$ cat src/rtl/alu_bus_pkg.sv
// Shared bus definitions for the integer ALU slave: unit-select codes,
// opcodes and the capture/compute state enum.
package alu_bus_pkg;

  // address[15:12] unit-select codes on the shared data bus
  localparam logic [3:0] MainMemEn    = 4'h0;
  localparam logic [3:0] InstrMemEn   = 4'h1;
  localparam logic [3:0] MatrixMemEn  = 4'h2;
  localparam logic [3:0] ScalarRegEn  = 4'h3;
  localparam logic [3:0] IntegerAluEn = 4'h4;
  localparam logic [3:0] MatrixAluEn  = 4'h5;
  localparam logic [3:0] ExecuteEn    = 4'h6;

  // opcodes broadcast in ExecDataOut[7:0]
  localparam logic [7:0] IntAdd  = 8'h10;
  localparam logic [7:0] IntSub  = 8'h11;
  localparam logic [7:0] IntMult = 8'h12;
  localparam logic [7:0] IntDiv  = 8'h13;
  localparam logic [7:0] Stop    = 8'hFF;

  typedef enum logic [2:0] {
    ST_IDLE,
    ST_HAVE_OP,
    ST_HAVE_S1,
    ST_HAVE_S2,
    ST_COMPUTE,
    ST_DONE
  } alu_state_e;

endpackage

$ cat src/rtl/int_serial_divider.sv
// Unsigned restoring divider, one quotient bit per cycle.
// The first iteration runs on the start edge, so the quotient is ready
// (done=1) DATA_W-1 cycles after start. A zero divisor finishes on the
// start edge with an all-ones quotient and dz=1.
module int_serial_divider
  import alu_bus_pkg::*;
#(
  parameter int DATA_W = 32
) (
  input  logic              Clk,
  input  logic              Reset,
  input  logic              start,
  input  logic [DATA_W-1:0] A,
  input  logic [DATA_W-1:0] B,
  output logic [DATA_W-1:0] quotient,
  output logic              done,
  output logic              dz
);

  localparam int CNT_W = $clog2(DATA_W + 1);

  logic [DATA_W-1:0] rem_q, quo_q, div_q;
  logic [CNT_W-1:0]  cnt_q;
  logic              run_q;

  logic [DATA_W-1:0] rem_in, quo_in, div_in, rem_nx, quo_nx;
  logic [DATA_W:0]   rem_sh, diff;

  // one restoring step; on start the step works on the fresh operands
  always_comb begin
    rem_in = start ? '0 : rem_q;
    quo_in = start ? A  : quo_q;
    div_in = start ? B  : div_q;
    rem_sh = {rem_in, quo_in[DATA_W-1]};
    diff   = rem_sh - {1'b0, div_in};
    quo_nx = {quo_in[DATA_W-2:0], ~diff[DATA_W]};
    rem_nx = diff[DATA_W] ? rem_sh[DATA_W-1:0] : diff[DATA_W-1:0];
  end

  // iteration registers with a down-counter that stops at terminal count 1
  always_ff @(posedge Clk or posedge Reset) begin
    if (Reset) begin
      rem_q <= '0;
      quo_q <= '0;
      div_q <= '0;
      cnt_q <= '0;
      run_q <= 1'b0;
      done  <= 1'b0;
      dz    <= 1'b0;
    end else if (start) begin
      div_q <= B;
      rem_q <= '0;
      if (B == '0) begin
        quo_q <= '1;
        cnt_q <= '0;
        run_q <= 1'b0;
        done  <= 1'b1;
        dz    <= 1'b1;
      end else begin
        quo_q <= quo_nx;
        rem_q <= rem_nx;
        cnt_q <= CNT_W'(DATA_W - 1);
        run_q <= 1'b1;
        done  <= 1'b0;
        dz    <= 1'b0;
      end
    end else if (run_q) begin
      quo_q <= quo_nx;
      rem_q <= rem_nx;
      cnt_q <= cnt_q - CNT_W'(1);
      if (cnt_q == CNT_W'(1)) begin
        run_q <= 1'b0;
        done  <= 1'b1;
      end
    end
  end

  assign quotient = quo_q;

endmodule

$ cat src/rtl/integer_alu_unit.sv
// Integer ALU slave on the 256-bit sequencer bus.
//   state      | meaning
//   ST_IDLE    | waiting for an opcode strobe
//   ST_HAVE_OP | opcode latched, waiting for src1
//   ST_HAVE_S1 | src1 latched, waiting for src2
//   ST_HAVE_S2 | src2 latched, waiting for the dest strobe
//   ST_COMPUTE | result being produced (Busy); opcode strobes ignored
//   ST_DONE    | result just committed; falls back to idle
module integer_alu_unit
  import alu_bus_pkg::*;
#(
  parameter int         DATA_W  = 32,
  parameter logic [3:0] UNIT_EN = IntegerAluEn
) (
  input  logic         Clk,
  input  logic         Reset,
  input  logic [15:0]  address,
  input  logic         nWrite,
  input  logic [255:0] ExecDataOut,
  input  logic         opcodeonBus,
  input  logic         src1onBus,
  input  logic         src2onBus,
  input  logic         destonBus,
  output logic [255:0] AluDataOut,
  output logic         ResultValid,
  output logic         Busy,
  output logic         DivByZero
);

  alu_state_e        state_q, state_d;
  logic [7:0]        opcode_q;
  logic [DATA_W-1:0] a_q, b_q, result_q, result_d;
  logic              valid_q, dz_q;
  logic              sel, st_op, st_s1, st_s2, st_dst;
  logic              cap_op, cap_a, cap_b, div_start, finish;
  logic [DATA_W-1:0] div_quo;
  logic              div_done, div_dz;

  // write-back strobe and unused bus bits are observed only
  logic unused_bits;
  assign unused_bits = ^{nWrite, address[11:0], ExecDataOut[255:DATA_W]};

  // strobe priority opcode > src1 > src2 > dest, qualified by unit select
  assign sel    = (address[15:12] == UNIT_EN);
  assign st_op  = sel & ~opcodeonBus;
  assign st_s1  = sel &  opcodeonBus & ~src1onBus;
  assign st_s2  = sel &  opcodeonBus &  src1onBus & ~src2onBus;
  assign st_dst = sel &  opcodeonBus &  src1onBus &  src2onBus & ~destonBus;

  // state register
  always_ff @(posedge Clk or posedge Reset) begin
    if (Reset) state_q <= ST_IDLE;
    else       state_q <= state_d;
  end

  // next-state and capture controls
  always_comb begin
    state_d   = state_q;
    cap_op    = 1'b0;
    cap_a     = 1'b0;
    cap_b     = 1'b0;
    div_start = 1'b0;
    finish    = 1'b0;
    case (state_q)
      ST_IDLE, ST_DONE: begin
        if (st_op) begin
          cap_op  = 1'b1;
          state_d = ST_HAVE_OP;
        end else begin
          state_d = ST_IDLE;
        end
      end
      ST_HAVE_OP: begin
        if (st_op) begin
          cap_op = 1'b1;
        end else if (st_s1) begin
          cap_a   = 1'b1;
          state_d = ST_HAVE_S1;
        end
      end
      ST_HAVE_S1: begin
        if (st_op) begin
          cap_op  = 1'b1;
          state_d = ST_HAVE_OP;
        end else if (st_s2) begin
          cap_b   = 1'b1;
          state_d = ST_HAVE_S2;
        end
      end
      ST_HAVE_S2: begin
        if (st_op) begin
          cap_op  = 1'b1;
          state_d = ST_HAVE_OP;
        end else if (st_dst) begin
          div_start = (opcode_q == IntDiv);
          state_d   = ST_COMPUTE;
        end
      end
      ST_COMPUTE: begin
        if ((opcode_q != IntDiv) || div_done) begin
          finish  = 1'b1;
          state_d = ST_DONE;
        end
      end
      default: state_d = ST_IDLE;
    endcase
  end

  // single-cycle ops are combinational; unknown opcodes (and Stop) yield 0
  always_comb begin
    result_d = '0;
    case (opcode_q)
      IntAdd:  result_d = a_q + b_q;
      IntSub:  result_d = a_q - b_q;
      IntMult: result_d = a_q * b_q;
      IntDiv:  result_d = div_quo;
      Stop:    result_d = '0;
      default: result_d = '0;
    endcase
  end

  // operand capture and result/flag registers
  always_ff @(posedge Clk or posedge Reset) begin
    if (Reset) begin
      opcode_q <= '0;
      a_q      <= '0;
      b_q      <= '0;
      result_q <= '0;
      valid_q  <= 1'b0;
      dz_q     <= 1'b0;
    end else begin
      if (cap_op) begin
        opcode_q <= ExecDataOut[7:0];
        result_q <= '0;
        valid_q  <= 1'b0;
        dz_q     <= 1'b0;
      end
      if (cap_a) a_q <= ExecDataOut[DATA_W-1:0];
      if (cap_b) b_q <= ExecDataOut[DATA_W-1:0];
      if (finish) begin
        result_q <= result_d;
        valid_q  <= 1'b1;
        if (opcode_q == IntDiv) dz_q <= div_dz;
      end
    end
  end

  int_serial_divider #(.DATA_W(DATA_W)) u_div (
    .Clk      (Clk),
    .Reset    (Reset),
    .start    (div_start),
    .A        (a_q),
    .B        (b_q),
    .quotient (div_quo),
    .done     (div_done),
    .dz       (div_dz)
  );

  assign AluDataOut  = {{(256-DATA_W){1'b0}}, result_q};
  assign ResultValid = valid_q;
  assign Busy        = (state_q == ST_COMPUTE);
  assign DivByZero   = dz_q;

endmodule

$ cat config.mk
export PLATFORM = sky130hd
export DESIGN_NAME = integer_alu_unit
export DESIGN_NICKNAME = d
export VERILOG_FILES = /design/src/rtl/alu_bus_pkg.sv /design/src/rtl/int_serial_divider.sv /design/src/rtl/integer_alu_unit.sv
export SDC_FILE = /design/constraint.sdc
export NUM_CORES = 2
export LEC_CHECK = 0
export BUFFER_PORTS_ARGS = -buffer_cell sky130_fd_sc_hd__buf_4
export CORE_MARGIN = 8
export CORE_UTILIZATION = 30
export CTS_CLUSTER_DIAMETER = 40
export CTS_CLUSTER_SIZE = 12
export DETAILED_ROUTE_END_ITERATION = 7
export MAX_ROUTING_LAYER = met4
export SKIP_CTS_REPAIR_TIMING = 1
export SLEW_MARGIN = 20
export SYNTH_ARGS = -nofsm -noshare
export SYNTH_HDL_FRONTEND = slang
export SYNTH_SLANG_ARGS = --single-unit
$ cat constraint.sdc
create_clock -name Clk -period 6.63 [get_ports Clk]
set_input_delay 0.9945 -clock Clk [delete_from_list [all_inputs] [get_ports Clk]]
set_output_delay 0.9945 -clock Clk [all_outputs]
set_load 0.02 [all_outputs]
==> results_tabular.tex <==
\begin{tabular}{lr}
\hline
Metric & Value \\
\hline
\multicolumn{2}{l}{\textbf{Outcome}} \\
\quad Outcome & finished with violations \\
\quad Failing checks & setup timing \\
\multicolumn{2}{l}{\textbf{Route}} \\
\quad DRC violations left & 0 \\
\quad Final routed wire length divided by cell count & 19.2 um \\
\quad Remaining number of nets flagged by the antenna check after routing & 0 \\
\quad Number of violations reported at the end of detailed-routing iteration 0 & 1519 \\
\quad Detailed-route wire length & 97.5 mm \\
\quad Avg Vias per Cell & 4.70 \\
\quad Number of iterations in the first detailed-routing pass & 5 \\
\quad Number of vias after detailed routing & 23900 \\
\multicolumn{2}{l}{\textbf{Cells and area}} \\
\quad Layout cell share with drive strength beyond 1 & 0.166 \\
\quad Fillers & 10500 \\
\quad Final standard cell utilization of the core & 0.353 \\
\quad Layout area overhead & 16.5\% \\
\quad Post-layout net count & 4569 \\
\quad Post-Layout Inst Area & 0.0359 mm2 \\
\multicolumn{2}{l}{\textbf{Critical path}} \\
\quad Class of the most critical setup path & flip-flop to flip-flop \\
\quad Worst path arrival time & 7.50 ns \\
\quad Kind of start point of the critical path & flip-flop \\
\quad Crit end category & flip-flop \\
\quad Highest fanout seen on the critical path & 5 \\
\quad Minimum setup slack among reg-to-reg paths & -0.49 ns \\
\quad Required time at the worst-slack endpoint & 7.01 ns \\
\multicolumn{2}{l}{\textbf{Die}} \\
\quad Cell Rows & 117 \\
\quad Core area & 0.102 mm2 \\
\quad Chip Height & 336 um \\
\quad Initial cell density of the core & 0.303 \\
\quad Number of top-level design ports & 538 \\
\quad Die Footprint & 0.113 mm2 \\
\quad Die span in x & 336 um \\
\multicolumn{2}{l}{\textbf{CTS}} \\
\quad Clk\_lat worst skew & 0.56 ns \\
\quad Clock tree from TritonCTS & yes \\
\quad Clock tree sinks & 214 \\
\quad Clock Pin Slew Worst Setup and Hold Paths & 0.06 ns \\
\quad Number of levels in the clock H-tree & 2 \\
\quad Cts bufs inserted & 35 \\
\quad Maximum clock insertion buffer count & 3 \\
\quad Clock Root Buffer & sky130\_fd\_sc\_hd\_\_clkbuf\_16 \\
\multicolumn{2}{l}{\textbf{Hold path}} \\
\quad Class of the worst hold path & primary input to asynchronous set/reset pin \\
\multicolumn{2}{l}{\textbf{Yosys}} \\
\quad Post-synth EDFFs & 0 \\
\quad Cells after Synth & 3441 \\
\quad Top flip-flop cell by instance count after synthesis & sky130\_fd\_sc\_hd\_\_dfrtp\_1 \\
\quad Post-synthesis instance area & 0.0308 mm2 \\
\quad Sequential cell area fraction in the yosys report & 0.174 \\
\quad Share of flip-flops with an asynchronous set or reset after synthesis & 1.00 \\
\quad Distinct cell type count after synthesis & 83 \\
\quad Synth warn & 0 \\
\quad Register bit total from synthesis & 214 \\
\quad Syn avg cell area & 8.95 um2 \\
\multicolumn{2}{l}{\textbf{STA}} \\
\quad Final worst setup slack & -0.493 ns \\
\quad Number of setup violations in the final report & 15 \\
\quad Count of final max-slew check failures & 0 \\
\quad Worst Tran Pin Value & 1.13 ns \\
\quad Relative slew slack & 0.249 \\
\quad Min Tclk post-route & 7.12 ns \\
\quad Unrepaired setup endpoints after global routing & yes \\
\quad Share of the clock period used by the worst path & 1.07 \\
\quad Maximum clock frequency & 140 MHz \\
\quad Setup skew after layout & 0.0365 ns \\
\quad Number of hold violations in the final report & 0 \\
\multicolumn{2}{l}{\textbf{Job}} \\
\quad Number of max-cap violations & 0 \\
\multicolumn{2}{l}{\textbf{Power and ir drop}} \\
\quad Power per cell area & 216 mW/mm2 \\
\quad Static leakage & 18.3 nW \\
\quad Maximum resistive drop on vdd & 174 uV \\
\multicolumn{2}{l}{\textbf{Global route}} \\
\quad Wire length of the first global-routing pass & 148 mm \\
\quad Maximum number of pins on one net before global-route repair & 76 \\
\quad Aggregate global-route resource usage & 0.173 \\
\quad Antenna violations before repair & 7 \\
\quad Gr ovfl total & 0 \\
\quad Via count of the first global-routing pass & 24500 \\
\multicolumn{2}{l}{\textbf{Placed design}} \\
\quad Count of buffers from port buffering & 76 \\
\quad Post-DP Area & 0.0341 mm2 \\
\quad Detailed placer's ending HPWL & 78.5 mm \\
\quad Routability congestion estimate from global placement & 0.931 \\
\hline
\end{tabular}
==> registers in the layout, indices dropped and copies added (netlist names) <==
name	cells
u_div.run_q	1
u_div.done	1
ResultValid	1
u_div.rem_q	32
opcode_q	8
DivByZero	1
u_div.div_q	32
state_q	3
u_div.cnt_q	6
a_q	32
u_div.quotient	32
b_q	32
result_q	32
u_div.dz	1
==> layer usage <==
metal | vias to the layer above | wire length (um) | GRT usage
li1 | 11000 | - | -
met5 | - | 0 | -
met3 | 154 | 6870 | 0.0311
met2 | 770 | 46600 | 0.284
met4 | 0 | 3640 | 0.0561
met1 | 12000 | 40400 | 0.216
==> cell usage in the layout, fill, tap and decap left out, types with 115 or more instances in the layout <==
cell                      instances
sky130_fd_sc_hd__nand2_1        389
sky130_fd_sc_hd__buf_4          365
sky130_fd_sc_hd__ha_1           182
sky130_fd_sc_hd__a21oi_1        115
sky130_fd_sc_hd__dfrtp_1        204
sky130_fd_sc_hd__fa_1           406
sky130_fd_sc_hd__o21ai_0        142
sky130_fd_sc_hd__inv_1          452
sky130_fd_sc_hd__and2_1         320
sky130_fd_sc_hd__conb_1         224
==> kinds of logic (layout without fill, tap and decap cells) <==
family / after synthesis / count (layout) / share of synthesized area
AO/OA/AOI/OAI: 510 / 510 / 0.104
buffers and inverters: 859 / 911 / 0.133
adder cells (fa/ha/maj): 600 / 600 / 0.344
other: 1 / 230 / 0.000122
XOR/XNOR: 164 / 164 / 0.0471
multiplexers: 115 / 115 / 0.0403
AND/OR/NAND/NOR: 978 / 978 / 0.158
flip-flops: 214 / 214 / 0.174
==> power by group <==
group | switching [mW] | internal, mW
combinational | 2.51 | 1.70
sequential | 0.159 | 1.40
clock | 0.743 | 1.24
==> per-stage QoR <==
| step | setup slack [ns] | power (mW) | setup TNS [ns] | std cells | hold slack, ns |
|---|---|---|---|---|---|
| final | -0.493 | 7.76 | -5.04 | 5090 | 0.471 |
| after detailed placement | -0.644 | 5.62 | -5.95 | 5003 | 0.472 |
| after global placement | -0.701 | 5.61 | -6.31 | 5003 | 0.466 |
| after floorplan | -0.0227 | 4.25 | -0.0227 | 3664 | 0.451 |
| after CTS | -0.678 | 7.64 | -6.67 | 5066 | 0.485 |
| after global routing | -0.680 | 8.20 | -8.60 | 5090 | 0.481 |
==> synthesized netlist by cell type, types with 9 or more instances <==
| cell | instances | area share |
|---|---|---|
| sky130_fd_sc_hd__buf_4 | 226 | 0.055 |
| sky130_fd_sc_hd__nor2b_1 | 9 | 0.0018 |
| sky130_fd_sc_hd__dfrtp_1 | 214 | 0.17 |
| sky130_fd_sc_hd__a31oi_1 | 16 | 0.0033 |
| sky130_fd_sc_hd__a21oi_1 | 124 | 0.020 |
| sky130_fd_sc_hd__o31ai_1 | 12 | 0.0029 |
| sky130_fd_sc_hd__xor2_1 | 65 | 0.018 |
| sky130_fd_sc_hd__clkbuf_1 | 160 | 0.020 |
| sky130_fd_sc_hd__o21a_1 | 16 | 0.0039 |
| sky130_fd_sc_hd__nor3_1 | 28 | 0.0046 |
| sky130_fd_sc_hd__nand2b_1 | 16 | 0.0033 |
| sky130_fd_sc_hd__ha_1 | 190 | 0.077 |
| sky130_fd_sc_hd__buf_2 | 9 | 0.0015 |
| sky130_fd_sc_hd__xnor2_1 | 98 | 0.028 |
| sky130_fd_sc_hd__mux2_2 | 72 | 0.026 |
| sky130_fd_sc_hd__inv_1 | 454 | 0.055 |
| sky130_fd_sc_hd__a22oi_1 | 28 | 0.0068 |
| sky130_fd_sc_hd__a211oi_1 | 13 | 0.0032 |
| sky130_fd_sc_hd__or3_1 | 10 | 0.0020 |
| sky130_fd_sc_hd__mux2i_1 | 43 | 0.014 |
| sky130_fd_sc_hd__o22ai_1 | 18 | 0.0037 |
| sky130_fd_sc_hd__nand2_1 | 390 | 0.048 |
| sky130_fd_sc_hd__nor2_1 | 111 | 0.014 |
| sky130_fd_sc_hd__and2_1 | 328 | 0.067 |
| sky130_fd_sc_hd__fa_1 | 410 | 0.27 |
| sky130_fd_sc_hd__o21bai_1 | 12 | 0.0029 |
| sky130_fd_sc_hd__nand3_1 | 32 | 0.0052 |
| sky130_fd_sc_hd__o21ai_0 | 158 | 0.026 |
| sky130_fd_sc_hd__o211ai_1 | 14 | 0.0034 |
| sky130_fd_sc_hd__a21o_1 | 34 | 0.0083 |
==> path summary, 6_finish.rpt <==
check,startpoint,cells after the start,endpoint
max,a_q[13],22,result_q[23]
min,Reset,2,u_div.rem_q[3]
max reg2reg,a_q[13],22,result_q[23]
min reg2reg,result_q[15],2,result_q[15]
max in group asynchronous,Reset,3,b_q[5]
min in group Clk,result_q[15],2,result_q[15]
==> final cells by class <==
cell class	count	area [um2]	area share
sequential	214	5370	0.150
clock inverter	24	312	0.00868
clock buffer	39	943	0.0263
timing repair buffer	393	3260	0.0908
multi-input combinational	2591	22600	0.629
tap	1368	1710	0.0477
antenna	6	15.0	0.000418
inverter	455	1710	0.0477
==> critical path, cell delays in order (launching register included) <==
cell and delay [ns]:
sky130_fd_sc_hd__dfrtp_1 0.51, sky130_fd_sc_hd__buf_4 0.21, sky130_fd_sc_hd__and2_4 0.14, sky130_fd_sc_hd__fa_2 0.44, sky130_fd_sc_hd__fa_2 0.40, sky130_fd_sc_hd__fa_1 0.55
sky130_fd_sc_hd__inv_1 0.06, sky130_fd_sc_hd__fa_1 0.55, sky130_fd_sc_hd__inv_2 0.04, sky130_fd_sc_hd__fa_1 0.55, sky130_fd_sc_hd__fa_1 0.44, sky130_fd_sc_hd__fa_1 0.54
sky130_fd_sc_hd__fa_1 0.51, sky130_fd_sc_hd__ha_1 0.34, sky130_fd_sc_hd__buf_6 0.14, sky130_fd_sc_hd__a21oi_4 0.15, sky130_fd_sc_hd__o211ai_1 0.13, sky130_fd_sc_hd__or3_1 0.39
sky130_fd_sc_hd__a31oi_2 0.23, sky130_fd_sc_hd__xor2_1 0.24, sky130_fd_sc_hd__o21ai_2 0.13, sky130_fd_sc_hd__a31oi_1 0.18, sky130_fd_sc_hd__o21ai_1 0.11
Note: power is estimated with default switching activity, not from simulation.
